===== src/rtl/palindrome_gen.sv =====
// rtl/palindrome_gen.sv - serial palindrome generator: half word in, mirrored bit stream out
module palindrome_gen #(
  parameter int WIDTH = 3
) (
  input  logic             clk,
  input  logic             reset,
  input  logic             in_valid_i,
  output logic             in_ready_o,
  input  logic [WIDTH-1:0] half_i,
  input  logic             odd_i,
  output logic             x_o,
  output logic             x_valid_o,
  input  logic             x_ready_i,
  output logic             last_o
);

  localparam int IW = (WIDTH > 1) ? $clog2(WIDTH) : 1;
  localparam logic [IW-1:0] LAST_IDX = IW'(WIDTH - 1);
  localparam logic [IW-1:0] ONE      = IW'(1);

  typedef enum logic [1:0] {
    IDLE = 2'd0,
    FWD  = 2'd1,
    REV  = 2'd2
  } state_t;

  state_t           state_q, state_d;
  logic [WIDTH-1:0] hold_q, hold_d;
  logic             odd_q, odd_d;
  logic [IW-1:0]    idx_q, idx_d;
  logic             accept;
  logic             xfer;

  // Output decode and handshake qualifiers, all straight from the registered state
  always_comb begin
    x_valid_o  = (state_q != IDLE);
    x_o        = x_valid_o ? hold_q[idx_q] : 1'b0;
    last_o     = (state_q == REV) && (idx_q == LAST_IDX);
    in_ready_o = (state_q == IDLE) || (last_o && x_ready_i);
    accept     = in_valid_i && in_ready_o;
    xfer       = x_valid_o && x_ready_i;
  end

  // Next-state: walk idx down through the half, then back up through the mirror
  always_comb begin
    state_d = state_q;
    hold_d  = hold_q;
    odd_d   = odd_q;
    idx_d   = idx_q;
    unique case (state_q)
      IDLE: begin
      end
      FWD: begin
        if (xfer) begin
          if (idx_q == '0) begin
            state_d = REV;
            // odd mode skips the centre bit on the way back
            idx_d   = odd_q ? ONE : '0;
          end else begin
            idx_d = idx_q - ONE;
          end
        end
      end
      REV: begin
        if (xfer) begin
          if (last_o) begin
            state_d = IDLE;
          end else begin
            idx_d = idx_q + ONE;
          end
        end
      end
      default: state_d = IDLE;
    endcase
    // accept is only possible in IDLE or on the final beat, so it overrides the above
    if (accept) begin
      hold_d  = half_i;
      odd_d   = odd_i;
      idx_d   = LAST_IDX;
      state_d = FWD;
    end
  end

  // State registers; reset abandons any palindrome in flight
  always_ff @(posedge clk or posedge reset) begin
    if (reset) begin
      state_q <= IDLE;
      hold_q  <= '0;
      odd_q   <= 1'b0;
      idx_q   <= '0;
    end else begin
      state_q <= state_d;
      hold_q  <= hold_d;
      odd_q   <= odd_d;
      idx_q   <= idx_d;
    end
  end

endmodule


===== config.mk =====
export PLATFORM = sky130hd
export DESIGN_NAME = palindrome_gen
export DESIGN_NICKNAME = d
export VERILOG_FILES = /design/src/rtl/palindrome_gen.sv
export SDC_FILE = /design/constraint.sdc
export NUM_CORES = 1
export LEC_CHECK = 0
export BUFFER_PORTS_ARGS = -buffer_cell sky130_fd_sc_hd__clkbuf_2
export CORE_AREA = 4 4 41 43
export DETAILED_ROUTE_END_ITERATION = 16
export DIE_AREA = 0 0 45 47
export GPL_TIMING_DRIVEN = 0
export HOLD_SLACK_MARGIN = 0.06
export SYNTH_ARGS = -nofsm -noshare
export SYNTH_HDL_FRONTEND = slang
export SYNTH_SLANG_ARGS = --single-unit
export TNS_END_PERCENT = 10

===== constraint.sdc =====
create_clock -name clk -period 2.85 [get_ports clk]
set_input_delay 0.1425 -clock clk [delete_from_list [all_inputs] [get_ports clk]]
set_output_delay 0.1425 -clock clk [all_outputs]
set_load 0.02 [all_outputs]

; ---- Word level (Yosys, flattened, before mapping)
; Cells that the tools add are included.
; W data, S select, Z words.
[op_classes]
n_addsub = 2
multipliers = 0
n_div = 0
order_cmp = 1
eq_ne = 9
shift = 0
n_mux = 16
bitwise = 0
reduce_logical = 11
[ops]
columns = cell, n
row1 = $mux W2, 10
row2 = $ne A3 B3 Y1 const B, 5
row3 = $pmux W2 S3, 1
row4 = $reduce_and A5 Y1, 1
row5 = $eq A2 B2 Y1 const B, 2
row6 = $logic_and A1 B1 Y1, 4
row7 = $logic_not A2 Y1, 2
row8 = $pmux W2 S2, 1
row9 = $reduce_and A4 Y1, 1
row10 = $lt A2 B3 Y1 const B, 1
row11 = $mux W1, 3
row12 = $reduce_bool A3 Y1, 1
row13 = $add A2 B1 Y2 const B, 1
row14 = $bmux W1 S2, 1
row15 = $eq A2 B1 Y1 const B, 1
row16 = $ne A2 B2 Y1 const B, 1
row17 = $reduce_bool A2 Y1, 1
row18 = $sub A2 B1 Y2 const B, 1
row19 = $logic_or A1 B1 Y1, 1
[word_totals]
regBits = 8
latchBits = 0
mem_bits_rw = 0
rom_bits = 0
elab_cells = 43
n_memories = 0

; ---- Depth between registers and ports, before layout
; Gate-level depths: netlist of run 1.
[depth]
ltp_word = 7
ltp_mapped = 5

; ---- Worst setup path before layout of run 1
; Ideal clock, no wire load.
[synth_timing]
kind = register to register
startpoint = reg idx_q[0]
endpoint = reg hold_q[0]
arrival_ns = 1.366
slack_ns = 1.359
path_stages_with_launch = 6
path_buffers = 0
path_cell_list = dfrtp_1 -> inv_1 -> ha_1 -> nand2_1 -> a21oi_2 -> mux2_2
[synth_between]
elab_chain_cells = 5
[synth_lines]
columns = element, line
row1 = from (decl), 30  ; logic [IW-1:0] idx_q, idx_d;
row2 = from (signal assigned), 95  ; idx_q <= idx_d;
row3 = $eq A2 B2 Y1, 38  ; last_o = (state_q == REV) && (idx_q == LAST_IDX);
row4 = $logic_and A1 B1 Y1, 38
row5 = $logic_and A1 B1 Y1, 39  ; in_ready_o = (state_q == IDLE) || (last_o && x_ready_i);
row6 = $logic_or A1 B1 Y1, 39
row7 = $logic_and A1 B1 Y1, 40  ; accept = in_valid_i && in_ready_o;
row8 = to (signal assigned), 93  ; hold_q <= hold_d;
row9 = to (decl), 28  ; logic [WIDTH-1:0] hold_q, hold_d;
; No other way between the ends.
; A chain may end at the register's enable or synchronous reset.

; ---- Worst setup path in the final report of run 1
; Ends and elaborated chain as after synthesis.

==> results of run 1 <==
## critical path, delay by kind of cell, from the launching register on
family | cells | cell delay [ps]
AO/OA/AOI/OAI | 1 | 340
adder cells (fa/ha/maj) | 1 | 200
buffers and inverters | 1 | 140
flip-flops | 1 | 410
multiplexers | 1 | 380
AND/OR/NAND/NOR | 1 | 140
## layer usage
| metal | global-route usage | share of wire | vias to the layer above |
|---|---|---|---|
| met4 | 0.07018 | 0.021 | 0 |
| met5 | 0 | 0 | - |
| met3 | 0.02299 | 0.049 | 3 |
| met1 | 0.1524 | 0.47 | 191 |
| met2 | 0.1751 | 0.46 | 9 |
| li1 | - | - | 204 |
## how the worst max path moves through the flow
| stage | start | to | cells past startpoint | slack [ps] |
|---|---|---|---|---|
| floorplan | idx_q[0]$_DFFE_PP0P_ | hold_q[0]$_DFFE_PP0P_ | 5 | 1360 |
| global placement | idx_q[0]$_DFFE_PP0P_ | hold_q[0]$_DFFE_PP0P_ | 5 | 1170 |
| detailed placement | idx_q[0]$_DFFE_PP0P_ | odd_q$_DFFE_PP0P_ | 5 | 1130 |
| CTS | idx_q[0]$_DFFE_PP0P_ | hold_q[0]$_DFFE_PP0P_ | 5 | 1110 |
| global route | idx_q[0]$_DFFE_PP0P_ | hold_q[2]$_DFFE_PP0P_ | 5 | 1030 |
| finish | idx_q[0]$_DFFE_PP0P_ | hold_q[0]$_DFFE_PP0P_ | 5 | 1110 |
## layout make-up
cell class	count	area, um^2
Timing Repair Buffer	12	65.06
Tap cell	15	18.77
Multi-Input combinational cell	36	279.0
Clock buffer	3	22.52
Fill cell	141	689.4
Buffer	1	11.26
Inverter	4	15.01
Sequential cell	8	200.2
## what timing repair did
item	4_1_cts	5_1_grt
hold endpoints to repair	8	0
hold buffers	1	0
setup endpoints to repair	0	0
## logic make-up after synthesis
| family | count (synthesis) |
|---|---|
| adder cells (fa/ha/maj) | 3 |
| flip-flops | 8 |
| AND/OR/NAND/NOR | 16 |
| buffers and inverters | 5 |
| AO/OA/AOI/OAI | 11 |
| multiplexers | 6 |
## through the flow
step,hold slack (ps),std cells
after floorplan,-41.84,49
after global placement,82.10,75
after detailed placement,97.34,75
after CTS,108.4,79
after global routing,120.2,79
final,106.1,79
## state kept, by name (all words and copies together) (netlist names)
| register | flops |
|---|---|
| odd_q | 1 |
| idx_q | 2 |
| state_q | 2 |
| hold_q | 3 |
## report_power, final
part	internal [W]	switching, W
Clock	0.0000486	0.0000460
Combinational	0.000172	0.000180
Sequential	0.000171	0.0000547
## synth_stat cells, drive strengths merged
library cell | n | area share
o22ai | 2 | 0.025
nand2b | 3 | 0.037
and2 | 4 | 0.049
nand4bb | 1 | 0.022
or2 | 1 | 0.012
o21ai | 1 | 0.0099
a211oi | 1 | 0.015
a21o | 1 | 0.015
a21boi | 1 | 0.015
mux2i | 2 | 0.040
inv | 4 | 0.030
a32o | 1 | 0.020
nand3b | 1 | 0.015
nand3 | 1 | 0.0099
mux2 | 4 | 0.089
dfrtp | 8 | 0.40
ha | 3 | 0.074
buf | 1 | 0.022
a221oi | 1 | 0.017
o211ai | 1 | 0.015
nand2 | 4 | 0.030
a21oi | 2 | 0.027
and2b | 1 | 0.015
==> results.cfg, run 1 <==
[critical_path]
start_kind = flip-flop
ff2ff_setup_slack_ps = 1110
critical_path_required_ps = 2990
cp_slowest_cell = dfrtp_1
end_kind = flip-flop
arrival_ps = 1890
worstSetupPathType = reg -> reg
path_cells = inv_1, ha_1, nand2_1, a21oi_2, mux2_2
r2r_cells = 5
r2r_end = hold_q[0]$_DFFE_PP0P_
path_max_fanout = 5
timing.rr.start = idx_q[0]$_DFFE_PP0P_
slowest_delay_ps = 410

[route]
avgViaCountPerCell = 5.152
wl_per_cell_um = 13.20
drt_iter0_markers = 9
dr.pass1.iters = 4
postRouteAntennaNets = 0
via_count = 407
drc = 0
routed_wl_mm = 1.043

[die]
die_w_um = 45
start_util = 0.3885
core_region_area_um2 = 1301
io_pins = 12
dieArea_um2 = 2115
dieHeight_um = 47
rows = 13

[synthesis]
synth_xor_area_frac = 0
synth_cells = 49
ys_warn_count = 0
synth_fa_ha_area_frac = 0.07426
ys_types = 24
synth.area.mux_share = 0.1287
avgSynthCellArea_um2 = 10.32
synth_top_family_by_area = simple AND/OR/NAND/NOR gates
ys_ff_latch = 8
seq_area_frac_synth = 0.3960
synth_compound_gate_area_share = 0.1584
synthesis.nets = 60
yosys.area_share.simple = 0.1906
syn_area_um2 = 505.5

[hold_path]
min_from = odd_i
worstHoldPathType = in -> reg
min_path_cells = 2
holdPathEnd = odd_q$_DFFE_PP0P_

[timing]
grt_setup_unrepaired = false
fin_worst_skew_ps = 11.54
finalCriticalPeriod_ps = 1743
fin_ws_ps = 1107
worst_pin_slew_ps = 333.0
post-route-period-util = 0.6117
setup_violations = 0
slew_headroom = 0.7780
tns_ps = 0
drv_slew = 0
finalHoldViolCount = 0
fmax_mhz = 573.6

[layout]
final_layout_size_suffix_gt1_frac = 0.3281
fin_area_um2 = 611.8
antenna_cells = 0
fin_nets = 77
final_common_cell = clkbuf_2
final_core_util = 0.4702
area_growth_pct = 21.04
mostFrequentLayoutCells = clkbuf_2, dfrtp_1

[power_and_ir_drop]
peakVddDrop_mv = 0.4478
totalPowerFinal_w = 0.0006727
p_leak_nw = 0.3020
power_density_nw_per_um2 = 1099

[place]
portBuffers = 11
gp_congestion = 0.7131
place_area_um2 = 579.3
dp_slack_ps = 1133
dpl.hpwl_um = 790.5

[cts]
cts-resized-gates = 0
cts_sinks = 8
cts_buffers = 3
htreeDepth = 1
post-cts-setup-buffers = 0
clockBufferDepth = 2
cts_tree = built
clkLatencyLatePin_ps = 270
clk_pin_slew_worst_paths_ps = 70
root_buffer = clkbuf_4

[global_route]
antenna_found_initial = 0
grt_max_degree = 11
grt_pass1_vias = 401
grt_pass1_wl_mm = 1.690
grt_use_total = 0.1160
grt_overflow = 0

[outcome]
status = complete, no violations

[flow_run]
max-cap-violations = 0
No activity file was read; power rests on OpenSTA's default activity.
==> run 2, diff against run 1 <==
clock period = 1.6 ns   (was 2.85 ns; I/O delays follow)
==> run 2 against run 1 <==
Effect of this change: register-to-register slack got worse by 1000 ps; non-clock buffer count rose by 4; final cell count rose by 5.1%; combinational power rose by 98%; clock power rose by 73%; utilization rose by 5.8 points; clock-buffer cell count did not move; via count rose by 2.2%; global-route usage rose by 0.56 points; critical endpoint unchanged.
==> results.cfg, run 2 (same netlist as run 1, synthesis figures left out) <==
[cts]
htreeDepth = 1
clockBufferDepth = 2
cts_tree = built
cts_buffers = 3
root_buffer = clkbuf_4
cts_sinks = 8
clkLatencyLatePin_ps = 260
post-cts-setup-buffers = 0
clk_pin_slew_worst_paths_ps = 60

[power_and_ir_drop]
peakVddDrop_mv = 0.8055
p_leak_nw = 0.3271
power_density_nw_per_um2 = 1848
totalPowerFinal_w = 0.001269

[route]
wl_per_cell_um = 13.19
drt_iter0_markers = 1
avgViaCountPerCell = 5.012
dr.pass1.iters = 4
drc = 0
postRouteAntennaNets = 0
routed_wl_mm = 1.095
via_count = 416

[outcome]
status = complete, no violations

[timing]
finalHoldViolCount = 0
slew_headroom = 0.7821
fin_ws_ps = 69.19
fin_worst_skew_ps = 7.324
drv_slew = 0
worst_pin_slew_ps = 326.5
finalCriticalPeriod_ps = 1531
fmax_mhz = 653.2
setup_violations = 0
grt_setup_unrepaired = false
post-route-period-util = 0.9568

[global_route]
grt_use_total = 0.1215
grt_pass1_wl_mm = 1.787
grt_max_degree = 11
grt_pass1_vias = 420
antenna_found_initial = 0
grt_overflow = 0

[critical_path]
r2r_cells = 5
arrival_ps = 1670
worstSetupPathType = reg -> reg
timing.rr.start = idx_q[0]$_DFFE_PP0P_
critical_path_required_ps = 1740
path_max_fanout = 5
cp_slowest_cell = dfrtp_1
path_cells = inv_2, ha_2, nand2_4, a21oi_4, mux2_2
slowest_delay_ps = 420
ff2ff_setup_slack_ps = 70
crit_family = flip-flops
path_buf_inv = 1
start_kind = flip-flop
end_kind = flip-flop
r2r_end = hold_q[0]$_DFFE_PP0P_

[layout]
final_cells = 83
final_common_cell = clkbuf_2
top_register = hold_q
top_regs = hold_q (3), idx_q (2), state_q (2)
antenna_cells = 0
final_layout_size_suffix_gt1_frac = 0.3824
fin_nets = 81
area_growth_pct = 35.89
mostFrequentLayoutCells = clkbuf_2, dfrtp_1, dlygate4sd3_1
largest_reg_flops = 3

[hold_path]
min_from = x_ready_i
holdPathEnd = state_q[0]$_DFFE_PP0P_
worstHoldPathType = in -> reg
min_path_cells = 3

[die]
die_w_um = 45
io_pins = 12
dieArea_um2 = 2115
core_region_area_um2 = 1301
rows = 13
dieHeight_um = 47
start_util = 0.3885

[place]
portBuffers = 11
gp_congestion = 0.7131
dp_cells = 75
dp_slack_ps = -117.2
dpl.hpwl_um = 790.5

[flow_run]
max-cap-violations = 0
-- run 2: how the worst max path moves through the flow --
stage                              start                     to  slack (ps)  cells past startpoint
finish              idx_q[0]$_DFFE_PP0P_  hold_q[0]$_DFFE_PP0P_          70                      5
global route        idx_q[0]$_DFFE_PP0P_  hold_q[2]$_DFFE_PP0P_          10                      5
detailed placement  idx_q[0]$_DFFE_PP0P_      odd_q$_DFFE_PP0P_        -120                      5
floorplan           idx_q[0]$_DFFE_PP0P_  hold_q[0]$_DFFE_PP0P_         110                      5
global placement    idx_q[0]$_DFFE_PP0P_  hold_q[0]$_DFFE_PP0P_         -80                      5
CTS                 idx_q[0]$_DFFE_PP0P_   idx_q[0]$_DFFE_PP0P_          30                      5
-- run 2: stage by stage --
stage                     hold WS (ps)  utilization  cell area (um^2)  setup TNS, ps
after detailed placement         34.84       0.4452             579.3         -450.8
final                            195.2       0.5279             686.9              0
after CTS                        150.2       0.5087             661.9              0
after global routing             218.3       0.5279             686.9              0
after floorplan                 -104.3            -             505.5              0
after global placement           19.60       0.4452             579.3         -300.8
-- run 2: timing repair --
| item | 4_1_cts | 5_1_grt |
|---|---|---|
| endpoints found under the hold margin | 12 | 0 |
| resized for setup | 3 | 4 |
| setup endpoints to repair | 5 | 6 |
| hold buffers | 5 | 0 |
| pin swaps | 1 | 0 |
-- run 2: cell type report --
class                           count  area [um^2]
Timing Repair Buffer               16        105.1
Multi-Input combinational cell     36        312.8
Inverter                            4        15.01
Fill cell                         142        614.3
Tap cell                           15        18.77
Sequential cell                     8        201.4
Clock buffer                        3        22.52
Buffer                              1        11.26
-- run 2: routing by layer --
metal,wire [um],track usage,up-vias,share of wire
met4,21,0.07018,0,0.019
met3,46,0.02299,2,0.042
met5,0,0,-,0
li1,-,-,213,-
met1,490,0.1501,193,0.45
met2,537,0.1977,8,0.49
-- run 2: where the power goes --
group	leakage (nW)	internal, W	switching (W)
Clock	0.0138	0.0000865	0.0000779
Combinational	0.219	0.000348	0.000349
Sequential	0.0947	0.000308	0.0000990
Total	0.327	0.000743	0.000526
-- run 2: tightest hold or removal path, delay by kind of cell --
kind | cells | cell delay, ps
buf+inv | 1 | 140
compound gates | 1 | 90
simple gates | 1 | 100
